File: src/rtl/mips_fetch_pkg.sv
// Shared types and constants for the MIPS instruction fetch unit.
package mips_fetch_pkg;

    typedef enum logic [1:0] {
        ST_IDLE    = 2'd0,
        ST_REQ     = 2'd1,
        ST_DISCARD = 2'd2
    } fetch_state_e;

    localparam int unsigned PC_STEP = 4;

endpackage

File: src/rtl/fetch_fifo.sv
// Synchronous prefetch buffer holding {pc, instruction} entries; flush empties it in one cycle.
module fetch_fifo #(
    parameter int WIDTH = 64,
    parameter int DEPTH = 4,
    localparam int PTR_W = $clog2(DEPTH),
    localparam int CNT_W = PTR_W + 1
) (
    input  logic             clock,
    input  logic             reset,
    input  logic             flush,
    input  logic             push,
    input  logic             pop,
    input  logic [WIDTH-1:0] push_data,
    output logic [WIDTH-1:0] head_data,
    output logic [CNT_W-1:0] count
);

    logic [WIDTH-1:0] mem_q [DEPTH];
    logic [WIDTH-1:0] mem_d [DEPTH];
    logic [PTR_W-1:0] wr_ptr_q, wr_ptr_d;
    logic [PTR_W-1:0] rd_ptr_q, rd_ptr_d;
    logic [CNT_W-1:0] count_q, count_d;

    // Pointers wrap naturally because DEPTH is a power of two.
    always_comb begin
        mem_d    = mem_q;
        wr_ptr_d = wr_ptr_q;
        rd_ptr_d = rd_ptr_q;
        count_d  = count_q;
        if (flush) begin
            wr_ptr_d = '0;
            rd_ptr_d = '0;
            count_d  = '0;
        end else begin
            if (push) begin
                mem_d[wr_ptr_q] = push_data;
                wr_ptr_d        = wr_ptr_q + PTR_W'(1);
            end
            if (pop) begin
                rd_ptr_d = rd_ptr_q + PTR_W'(1);
            end
            count_d = count_q + CNT_W'(push) - CNT_W'(pop);
        end
    end

    always_ff @(posedge clock) begin
        if (reset) begin
            wr_ptr_q <= '0;
            rd_ptr_q <= '0;
            count_q  <= '0;
        end else begin
            wr_ptr_q <= wr_ptr_d;
            rd_ptr_q <= rd_ptr_d;
            count_q  <= count_d;
        end
    end

    always_ff @(posedge clock) begin
        mem_q <= mem_d;
    end

    assign head_data = mem_q[rd_ptr_q];
    assign count     = count_q;

endmodule

File: src/rtl/mips_fetch_unit.sv
// Instruction fetch unit: one outstanding memory request feeding a prefetch buffer,
// with redirect flush and a DISCARD state that drains a request whose data is stale.
module mips_fetch_unit
    import mips_fetch_pkg::*;
#(
    parameter int                ADDR_W   = 32,
    parameter int                DATA_W   = 32,
    parameter int                DEPTH    = 4,
    parameter logic [ADDR_W-1:0] RESET_PC = '0
) (
    input  logic                     clock,
    input  logic                     reset,
    output logic                     imem_req,
    output logic [ADDR_W-1:0]        imem_addr,
    input  logic                     imem_ack,
    input  logic [DATA_W-1:0]        imem_rdata,
    input  logic                     redirect_valid,
    input  logic [ADDR_W-1:0]        redirect_pc,
    output logic                     inst_valid,
    input  logic                     inst_ready,
    output logic [DATA_W-1:0]        instruction,
    output logic [ADDR_W-1:0]        pc,
    output logic [ADDR_W-1:0]        pc_new,
    output logic [$clog2(DEPTH):0]   count,
    output fetch_state_e             state_dbg
);

    localparam int CNT_W = $clog2(DEPTH) + 1;

    fetch_state_e              state_q, state_d;
    logic [ADDR_W-1:0]         fetch_pc_q, fetch_pc_d;
    logic [ADDR_W-1:0]         held_addr_q, held_addr_d;
    logic                      push, pop;
    logic [CNT_W-1:0]          count_next;
    logic [ADDR_W+DATA_W-1:0]  head_data;

    // Handshakes: a head entry moves on any cycle with inst_valid & inst_ready; a memory
    // request keeps imem_req and imem_addr steady until the imem_ack cycle, which may be
    // the very first request cycle. Redirect suppresses both push and pop.
    assign pop        = inst_valid & inst_ready & ~redirect_valid;
    assign push       = (state_q == ST_REQ) & imem_ack & ~redirect_valid;
    assign count_next = count + CNT_W'(push) - CNT_W'(pop);
    assign inst_valid = (count != '0);

    always_ff @(posedge clock) begin
        if (reset) begin
            state_q     <= ST_IDLE;
            fetch_pc_q  <= RESET_PC;
            held_addr_q <= RESET_PC;
        end else begin
            state_q     <= state_d;
            fetch_pc_q  <= fetch_pc_d;
            held_addr_q <= held_addr_d;
        end
    end

    always_comb begin
        state_d = state_q;
        case (state_q)
            ST_IDLE: begin
                if (redirect_valid || (count_next < CNT_W'(DEPTH))) state_d = ST_REQ;
            end
            ST_REQ: begin
                if (redirect_valid) state_d = imem_ack ? ST_REQ : ST_DISCARD;
                else if (imem_ack) state_d = (count_next < CNT_W'(DEPTH)) ? ST_REQ : ST_IDLE;
            end
            ST_DISCARD: begin
                if (imem_ack) state_d = ST_REQ;
            end
            default: state_d = ST_IDLE;
        endcase
    end

    // While discarding, imem_addr comes from held_addr so fetch_pc can track redirects.
    always_comb begin
        fetch_pc_d  = fetch_pc_q;
        held_addr_d = held_addr_q;
        if (redirect_valid) begin
            fetch_pc_d = redirect_pc;
            if ((state_q == ST_REQ) && !imem_ack) held_addr_d = fetch_pc_q;
        end else if (push) begin
            fetch_pc_d = fetch_pc_q + ADDR_W'(PC_STEP);
        end
    end

    always_comb begin
        imem_req  = (state_q != ST_IDLE);
        imem_addr = (state_q == ST_DISCARD) ? held_addr_q : fetch_pc_q;
    end

    fetch_fifo #(
        .WIDTH (ADDR_W + DATA_W),
        .DEPTH (DEPTH)
    ) u_fifo (
        .clock     (clock),
        .reset     (reset),
        .flush     (redirect_valid),
        .push      (push),
        .pop       (pop),
        .push_data ({fetch_pc_q, imem_rdata}),
        .head_data (head_data),
        .count     (count)
    );

    assign pc          = head_data[ADDR_W+DATA_W-1:DATA_W];
    assign instruction = head_data[DATA_W-1:0];
    assign pc_new      = pc + ADDR_W'(PC_STEP);
    assign state_dbg   = state_q;

endmodule

File: config.mk
export PLATFORM = sky130hd
export DESIGN_NAME = mips_fetch_unit
export DESIGN_NICKNAME = d
export VERILOG_FILES = /design/src/rtl/mips_fetch_pkg.sv /design/src/rtl/fetch_fifo.sv /design/src/rtl/mips_fetch_unit.sv
export SDC_FILE = /design/constraint.sdc
export NUM_CORES = 1
export LEC_CHECK = 0
export ABC_CLOCK_PERIOD_IN_PS = 5480
export CORE_ASPECT_RATIO = 1.1
export CORE_MARGIN = 10
export CORE_UTILIZATION = 37
export DETAILED_ROUTE_END_ITERATION = 7
export SYNTH_ARGS = -nofsm -noshare
export SYNTH_HDL_FRONTEND = slang
export SYNTH_SLANG_ARGS = --single-unit
File: constraint.sdc
create_clock -name clock -period 5.48 [get_ports clock]
set_input_delay 1.096 -clock clock [delete_from_list [all_inputs] [get_ports clock]]
set_output_delay 1.096 -clock clock [all_outputs]
set_load 0.005 [all_outputs]
==> flow_metrics.py, run 1 <==
metrics = {
    "outcome": {
        "status": "completed",
    },
    "sta": {
        "finalHoldViolCount": 0,
        "relSlewSlack": 0.262,
        "drv_slew": 0,
        "fin_setup_tns_ps": 0,
        "fin_ws_ps": 626,
        "fin_skew_ps": 14.1,
        "tightest_slew_ps": 1110,
        "finalSetupViolCount": 0,
        "fmax_mhz": 206,
        "min_period_over_period": 0.886,
        "rsz0062_at_grt": "no",
        "layout_min_cycle_time_ps": 4850,
    },
    "pwr": {
        "p_clk_frac": 0.455,
        "leakage_uw": 0.00552,
        "switchingPower_uw": 1170,
        "p_int_uw": 4520,
        "ir_drop_v": 0.000166,
        "p_seq_frac": 0.489,
        "comb_power_share": 0.056,
        "finalPower_uw": 5690,
        "swShare": 0.206,
        "power_density_mw_per_mm2": 330,
    },
    "route": {
        "post_drt_via_cell_ratio": 5.03,
        "wire_per_inst_microns": 21.3,
        "drc_errors": 0,
        "drt-total-wl_microns": 33800,
        "ant_nets": 0,
        "vias": 7975,
        "drtIter0Drc": 476,
        "firstDrtPassIters": 5,
    },
    "cts": {
        "cts_sinks": 329,
        "cts_hold_buf": 0,
        "cts_buffer_depth": 3,
        "cts_resized": 0,
        "cts-root-buf": "clkbuf_16",
        "clock_latency_ps": 520,
        "cts_max_level": 2,
        "cts_tree": "yes",
        "clk_pin_slew_ps": 60,
        "cts_inserted_buffers": 36,
        "post-cts-setup-buffers": 0,
    },
    "worst_setup_path": {
        "worst-setup-path-type": "reg -> out",
        "r2r_cells": 5,
        "cp-end-kind": "primary output",
        "crit_required_ps": 4380,
        "worstPathArrival_ps": 3760,
        "r2r_slack_ps": 2540,
        "r2r_start": "fetch_pc_q[5]",
        "timing.rr.end": "fetch_pc_q[31]",
        "critPathMaxFanout": 46,
        "worstSetupStartpointType": "flip-flop",
    },
    "synth": {
        "synth.top_cells.by_area": "edfxtp_1 (57%), dfxtp_1 (11%), mux4_2 (11%)",
        "syn_area_per_cell_sq_um": 15.4,
        "netlist.area_leader.share": 0.573,
        "synth_area_sq_mm": 0.0134,
        "syn_inst": 869,
        "ys_warn_count": 0,
        "synthesis.nets": 947,
        "yosysSeqAreaShare": 0.682,
        "yosysUniqueCellTypes": 40,
        "ys_ff_latch": 329,
        "synth_area_leader_cell": "edfxtp_1",
    },
    "cells_and_area": {
        "mostFrequentLayoutCells": "edfxtp_1 (256), clkdlybuf4s50_1 (202), nand2_1 (92), dfxtp_1 (71), mux4_2 (64)",
        "nets": 1150,
        "antenna_cells": 0,
        "finalInstanceArea_sq_mm": 0.0173,
        "layout_commonest_cell": "edfxtp_1",
        "fin_util": 0.480,
        "syn_to_final_growth_pct": 28.7,
        "final_layout_size_suffix_gt1_frac": 0.160,
    },
    "place": {
        "dp_slack_ps": 1020,
        "dp_hpwl_microns": 22500,
        "place_area_sq_mm": 0.0160,
        "gp_congestion": 0.770,
        "port_buffers": 203,
    },
    "floorplanning": {
        "io_pins": 204,
        "start_util": 0.373,
        "dieWidth_microns": 202,
        "coreArea_sq_mm": 0.0360,
        "fp.dieH_microns": 220,
        "dieArea_sq_mm": 0.0443,
        "rows": 73,
    },
    "min_path": {
        "hp-start": "held_addr_q[27]",
        "holdPathStages": 2,
        "hold_path_end": "held_addr_q[27]",
        "hp-class": "reg -> reg",
    },
    "global_routing": {
        "grt_use_total": 0.151,
        "grt_pass1_wl_microns": 51400,
        "grt_pass1_vias": 8243,
        "grt_overflow": 0,
        "antenna_found_initial": 1,
        "grt_max_degree": 65,
    },
    "job": {
        "max_cap_viol_count": 0,
    },
}
-- cell usage after synthesis (all sizes together) --
cell       n
or3        3
nor2      46
a2111oi    1
or4        2
nor2b      1
or2        3
nand3b     1
and4       3
ha         8
mux2      26
xnor2     50
and2       7
mux2i      6
a21oi     38
inv       19
buf       17
mux4      64
a211oi    22
nand4b     1
clkbuf    32
xor2      10
and3b      1
dfxtp     73
nor3      13
nand4     14
and3      16
o31ai      1
edfxtp   256
nand2b     1
nand3     18
o21ai      8
nand2     92
a311oi     2
nor4b      1
nor4      12
fa         1
-- metal layers --
metal / part of all wire / vias up / track usage / wire length [microns]
met3: 0.051 / 47 / 0.0342 / 1740
met4: 0.021 / 2 / 0.0461 / 723
li1: - / 3705 / - / -
met2: 0.49 / 218 / 0.248 / 16700
met1: 0.43 / 4003 / 0.197 / 14700
met5: 0.00038 / - / 0 / 13
-- registers in the layout, summed over array words and instances (netlist names) --
name             flops
held_addr_q         32
state_dbg            2
u_fifo.mem_q       256
u_fifo.count         3
u_fifo.wr_ptr_q      2
u_fifo.rd_ptr_q      2
fetch_pc_q          32
-- worst max path at each step --
stage,start,end,depth (start not counted)
floorplan,redirect_valid,u_fifo.mem_q[0],4
global placement,u_fifo.rd_ptr_q[1],pc_new[28],7
detailed placement,u_fifo.rd_ptr_q[1],pc_new[30],7
CTS,u_fifo.rd_ptr_q[1],pc_new[30],7
global route,u_fifo.rd_ptr_q[1],pc_new[28],7
finish,u_fifo.rd_ptr_q[1],pc_new[30],7
-- worst max-delay path, stage by stage, from the launching register on --
cell,delay [ps]
dfxtp_4,810
mux4_2,380
ha_1,200
and4_1,290
nand3_1,330
nor4_1,470
xor2_1,200
clkdlybuf4s50_1,530
-- layout make-up --
class                   count  area [sq um]
clock buffers              43           978
clock inverters            23           305
fillers                  3170         18700
inverters                  19          71.3
multi-input cells         472          4020
flip-flops and latches    329          9160
well taps                 487           609
repair buffers            214          2120
-- logic make-up (layout without fill, tap and decap cells) --
logic type / after synthesis / in the layout / share of synthesized area
and+or+nand+nor: 235 / 235 / 0.0833
adders and majority gates: 9 / 9 / 0.00896
buffers and inverters: 68 / 299 / 0.0204
xor gates and xnor gates: 60 / 60 / 0.0392
AOI/OAI and AO/OA: 72 / 72 / 0.0320
muxes: 96 / 96 / 0.134
DFF: 329 / 329 / 0.682
-- power groups by stage --
stage               registers [uW]  logic (uW)  clock network [uW]
floorplan                     2820         133                   0
global placement              2840         322                   0
detailed placement            2840         324                   0
CTS                           2790         326                2650
global route                  2790         346                2770
finish                        2790         319                2590
-- through the flow --
| stage | std cells | hold WS [ps] |
|---|---|---|
| 5_1_grt | 1587 | 474 |
| 2_1_floorplan | 869 | 433 |
| 4_1_cts | 1587 | 455 |
| 3_3_place_gp | 1521 | 438 |
| 3_5_place_dp | 1521 | 447 |
| 6_report | 1587 | 452 |
Note: power is estimated with default switching activity, not from simulation.
==> run 2: changes to the inputs <==
--- a/config.mk
+++ b/config.mk
@@ -6,6 +6,7 @@
 export NUM_CORES = 1
 export LEC_CHECK = 0
 export ABC_CLOCK_PERIOD_IN_PS = 5480
+export CAP_MARGIN = 20
 export CORE_ASPECT_RATIO = 1.1
 export CORE_MARGIN = 10
 export CORE_UTILIZATION = 37
==> constraint.sdc (replaced) <==
create_clock -name clock -period 5.48 [get_ports clock]
set_input_delay 1.096 -clock clock [delete_from_list [all_inputs] [get_ports clock]]
set_output_delay 1.096 -clock clock [all_outputs]
set_load 0.02 [all_outputs]
==> run 2 against run 1 <==
Net effect:
- clock skew is 9.1 ps higher
- critical path type unchanged
- combinational power is 15% higher
- sequential share of layout area is 0.69 points higher
- wire length is 0.16% higher
==> flow_metrics.py, run 2 (synthesized netlist as in run 1, its figures left out) <==
metrics = {
    "worst_setup_path": {
        "cp-end-kind": "primary output",
        "critPathMaxFanout": 27,
        "critPathBufInv": 2,
        "crit_slowest_cell": "dfxtp_4",
        "r2r_start": "u_fifo.count[1]",
        "worst-setup-path-type": "reg -> out",
        "critPathTopFamily": "buffers and inverters",
        "r2r_cells": 11,
        "worstPathArrival_ps": 3840,
        "slowest_delay_ps": 720,
        "crit_required_ps": 4380,
        "r2r_slack_ps": 2500,
        "worstSetupStartpointType": "flip-flop",
        "crit_top_cell": "nand4_1",
        "crit_chain": "buf_4 > mux4_2 > nand4_1 > nor3_1 > nand4_1 > xnor2_1 > clkdlybuf4s50_1",
        "timing.rr.end": "state_dbg[0]",
    },
    "min_path": {
        "hp-start": "held_addr_q[17]",
        "holdPathStages": 2,
        "hp-class": "reg -> reg",
        "hold_path_end": "held_addr_q[17]",
    },
    "cells_and_area": {
        "regMostFlops": "u_fifo.mem_q",
        "mostFrequentLayoutCells": "edfxtp_1 (256), clkdlybuf4s50_1 (202), nand2_1 (92), dfxtp_1 (71), mux4_2 (64)",
        "syn_to_final_growth_pct": 27.1,
        "final_layout_size_suffix_gt1_frac": 0.151,
        "layout_commonest_cell": "edfxtp_1",
        "nets": 1150,
        "top_regs": "u_fifo.mem_q: 256 flops, fetch_pc_q: 32 flops, held_addr_q: 32 flops",
        "largest_reg_flops": 256,
        "antenna_cells": 0,
    },
    "sta": {
        "fin_skew_ps": 23.2,
        "min_period_over_period": 0.901,
        "fmax_mhz": 202,
        "relSlewSlack": 0.278,
        "fin_setup_tns_ps": 0,
        "tightest_slew_ps": 1080,
        "finalHoldViolCount": 0,
        "fin_ws_ps": 540,
        "drv_slew": 0,
        "rsz0062_at_grt": "no",
        "layout_min_cycle_time_ps": 4940,
        "finalSetupViolCount": 0,
    },
    "pwr": {
        "p_clk_frac": 0.408,
        "switchingPower_uw": 1160,
        "power_density_mw_per_mm2": 313,
        "swShare": 0.219,
        "comb_power_share": 0.069,
        "p_int_uw": 4160,
        "leakage_uw": 0.00542,
        "ir_drop_v": 0.000139,
        "p_seq_frac": 0.523,
    },
    "place": {
        "gp_congestion": 0.751,
        "dp_hpwl_microns": 22100,
        "dp_slack_ps": 937,
        "port_buffers": 203,
    },
    "cts": {
        "clk_pin_slew_ps": 60,
        "cts-root-buf": "clkbuf_16",
        "cts_tree": "yes",
        "cts_sinks": 329,
        "cts_max_level": 2,
        "cts_buffer_depth": 3,
        "clock_latency_ps": 520,
        "cts_hold_buf": 0,
        "post-cts-setup-buffers": 0,
        "cts_resized": 0,
        "cts_inserted_buffers": 35,
    },
    "global_routing": {
        "grt_overflow": 0,
        "grt_pass1_vias": 8359,
        "grt_pass1_wl_microns": 51100,
        "antenna_found_initial": 1,
        "grt_use_total": 0.150,
        "grt_max_degree": 65,
    },
    "route": {
        "drt-total-wl_microns": 33900,
        "ant_nets": 0,
        "wire_per_inst_microns": 21.4,
        "drtIter0Drc": 433,
        "firstDrtPassIters": 5,
        "post_drt_via_cell_ratio": 5.02,
        "vias": 7946,
        "drc_errors": 0,
    },
    "floorplanning": {
        "dieWidth_microns": 202,
        "coreArea_sq_mm": 0.0360,
        "dieArea_sq_mm": 0.0443,
        "rows": 73,
        "start_util": 0.373,
        "fp.dieH_microns": 220,
        "io_pins": 204,
    },
    "outcome": {
        "status": "completed",
    },
    "job": {
        "max_cap_viol_count": 0,
    },
}
run 2: changes by cell type in the layout (fill, tap and decap cells not counted), sizes merged:
cell,delta
inv,-2
buf,+1
clkinvlp,-2
clkbuf,-1
bufinv,-6
clkinv,+6
run 2: worst reg2reg max path: cells and delay by family, from the launching register on:
kind / cells / cell delay, ps
AOI/OAI and AO/OA: 2 / 520
xor gates and xnor gates: 2 / 290
adders and majority gates: 3 / 850
buffers and inverters: 1 / 40
DFF: 1 / 350
and+or+nand+nor: 3 / 820
run 2: how the worst max path moves through the flow:
stage | slack (ps) | start | depth (start not counted) | end
final | 540 | u_fifo.rd_ptr_q[0] | 7 | pc_new[31]
after global routing | 190 | u_fifo.rd_ptr_q[0] | 7 | pc_new[31]
after CTS | 360 | u_fifo.rd_ptr_q[0] | 7 | pc_new[31]
after detailed placement | 940 | u_fifo.rd_ptr_q[0] | 7 | pc_new[31]
after global placement | 960 | u_fifo.rd_ptr_q[0] | 7 | pc_new[31]
after floorplan | 1730 | redirect_valid | 4 | u_fifo.mem_q[0]
run 2: per-stage QoR:
step | instance area (sq um) | utilization | hold WS (ps) | total power (uW) | instances
floorplan | 13400 | - | 433 | 3000 | 869
global placement | 16000 | 0.444 | 438 | 3210 | 1521
detailed placement | 16000 | 0.444 | 445 | 3210 | 1521
CTS | 17000 | 0.473 | 453 | 5400 | 1582
global route | 17000 | 0.474 | 470 | 5520 | 1583
finish | 17000 | 0.474 | 451 | 5330 | 1583
run 2: routing by layer:
metal / part of all wire / routed length (microns) / track usage
met2: 0.50 / 16800 / 0.254
met3: 0.064 / 2180 / 0.0383
met5: 0.00032 / 11 / 0
met1: 0.42 / 14300 / 0.188
met4: 0.016 / 555 / 0.0399
run 2: power by group through the flow:
stage	logic, uW	registers [uW]	clock network (uW)
final	368	2790	2170
after floorplan	182	2820	0
after detailed placement	372	2840	0
after global routing	396	2790	2340
after CTS	374	2790	2240
after global placement	370	2840	0
run 2: area by class of cell:
| class | instances | area, sq um |
|---|---|---|
| clock buffer | 42 | 923 |
| clock inverter | 19 | 130 |
| fill | 3178 | 18900 |
| inverter | 19 | 71.3 |
| multi-input combinational | 472 | 4020 |
| sequential | 329 | 9160 |
| tap | 487 | 609 |
| timing repair buffer | 215 | 2130 |
==> run 3: changes to the inputs <==
--- a/config.mk
+++ b/config.mk
@@ -10,6 +10,7 @@
 export CORE_ASPECT_RATIO = 1.1
 export CORE_MARGIN = 10
 export CORE_UTILIZATION = 37
+export CTS_CLUSTER_SIZE = 14
 export DETAILED_ROUTE_END_ITERATION = 7
 export SYNTH_ARGS = -nofsm -noshare
 export SYNTH_HDL_FRONTEND = slang
==> run 3 against run 2 <==
Net effect:
- core utilization stayed put
- global-route usage unchanged
- critical path type unchanged
- design area did not move
- largest power group unchanged
- sequential share of layout area unchanged
==> flow_metrics.py, run 3 (synthesized netlist as in run 1, its figures left out) <==
metrics = {
    "outcome": {
        "status": "completed",
    },
    "place": {
        "gp_congestion": 0.751,
        "dp_hpwl_microns": 22100,
        "port_buffers": 203,
    },
    "floorplanning": {
        "start_util": 0.373,
        "io_pins": 204,
        "dieWidth_microns": 202,
        "rows": 73,
        "fp.dieH_microns": 220,
        "dieArea_sq_mm": 0.0443,
        "coreArea_sq_mm": 0.0360,
    },
    "cts": {
        "cts-root-buf": "clkbuf_16",
        "clock_latency_ps": 520,
        "clk_pin_slew_ps": 60,
        "cts_sinks": 329,
        "cts_buffer_depth": 3,
        "post-cts-setup-buffers": 0,
        "cts_inserted_buffers": 35,
        "cts_hold_buf": 0,
        "cts_max_level": 2,
        "cts_tree": "yes",
        "cts_resized": 0,
    },
    "pwr": {
        "ir_drop_v": 0.000139,
        "leakage_uw": 0.00542,
        "power_density_mw_per_mm2": 313,
    },
    "cells_and_area": {
        "fin_util": 0.474,
        "nFillCells": 3178,
        "syn_to_final_growth_pct": 27.1,
        "largest_reg_flops": 256,
        "final_layout_size_suffix_gt1_frac": 0.151,
        "nets": 1150,
        "antenna_cells": 0,
        "top_regs": "u_fifo.mem_q: 256 flops, fetch_pc_q: 32 flops, held_addr_q: 32 flops",
        "regMostFlops": "u_fifo.mem_q",
        "mostFrequentLayoutCells": "edfxtp_1 (256), clkdlybuf4s50_1 (202), nand2_1 (92), dfxtp_1 (71), mux4_2 (64)",
        "layout_commonest_cell": "edfxtp_1",
    },
    "route": {
        "vias": 7946,
        "drt-total-wl_microns": 33900,
        "wire_per_inst_microns": 21.4,
        "drtIter0Drc": 395,
        "post_drt_via_cell_ratio": 5.02,
        "firstDrtPassIters": 5,
        "drc_errors": 0,
        "ant_nets": 0,
    },
    "job": {
        "max_cap_viol_count": 0,
    },
    "global_routing": {
        "grt_use_total": 0.150,
        "antenna_found_initial": 1,
        "grt_pass1_vias": 8359,
        "grt_max_degree": 65,
        "grt_overflow": 0,
        "grt_pass1_wl_microns": 51100,
    },
    "worst_setup_path": {
        "worstPathArrival_ps": 3870,
        "critPathMaxFanout": 27,
        "r2r_slack_ps": 2490,
        "crit_required_ps": 4380,
        "worst-setup-path-type": "reg -> out",
        "cp-end-kind": "primary output",
        "worstSetupStartpointType": "flip-flop",
    },
    "sta": {
        "relSlewSlack": 0.278,
        "fin_setup_tns_ps": 0,
        "rsz0062_at_grt": "no",
        "tightest_slew_ps": 1080,
        "fmax_mhz": 202,
        "drv_slew": 0,
        "finalHoldViolCount": 0,
        "finalSetupViolCount": 0,
        "fin_skew_ps": 23.6,
        "min_period_over_period": 0.906,
        "layout_min_cycle_time_ps": 4960,
    },
    "min_path": {
        "hp-class": "reg -> reg",
    },
}
-- run 3: stage by stage --
step                      setup WS (ps)  power, uW  instance area [sq um]  hold slack (ps)  std cells
final                               518       5330                  17000              451       1583
after global routing                187       5520                  17000              470       1583
after CTS                           360       5400                  17000              453       1582
after detailed placement            937       3210                  16000              445       1521
after global placement              959       3210                  16000              438       1521
after floorplan                    1730       3000                  13400              433        869
-- run 3: power breakdown --
part	leakage, uW	internal (uW)	switching (uW)
sequential	0.00293	2730	54.4
clock	0.000521	1250	922
combinational	0.00197	179	189
total	0.00542	4160	1170
-- run 3: final cells by class --
| type | instances | area [sq um] | area share |
|---|---|---|---|
| Sequential cell | 329 | 9160 | 0.537 |
| Timing Repair Buffer | 215 | 2130 | 0.125 |
| Tap cell | 487 | 609 | 0.0358 |
| Multi-Input combinational cell | 472 | 4020 | 0.236 |
| Clock buffer | 42 | 923 | 0.0542 |
| Clock inverter | 19 | 130 | 0.00764 |
| Inverter | 19 | 71.3 | 0.00419 |
-- run 3: worst max-delay path: stages, from the launching register on --
cell,delay (ps)
dfxtp_4,720
buf_4,550
mux4_2,400
nand4_1,150
nor3_1,300
nand4_1,260
xnor2_1,270
clkdlybuf4s50_1,650
-- run 3: per-layer routing --
layer,routed length [microns],GRT usage,share of wire,vias to the layer above
li1,-,-,-,3704
met3,2040,0.0383,0.060,36
met2,16800,0.254,0.50,204
met4,552,0.0399,0.016,2
met5,11,0,0.00032,-
met1,14500,0.188,0.43,4000
-- run 3: path summary, 6_finish.rpt --
kind	from	end	cells after the start
worst max-delay path	u_fifo.rd_ptr_q[0]	pc_new[31]	7
worst max register to register	u_fifo.count[1]	state_dbg[0]	11
worst min-delay path	held_addr_q[17]	held_addr_q[17]	2
worst min register to register	held_addr_q[17]	held_addr_q[17]	2
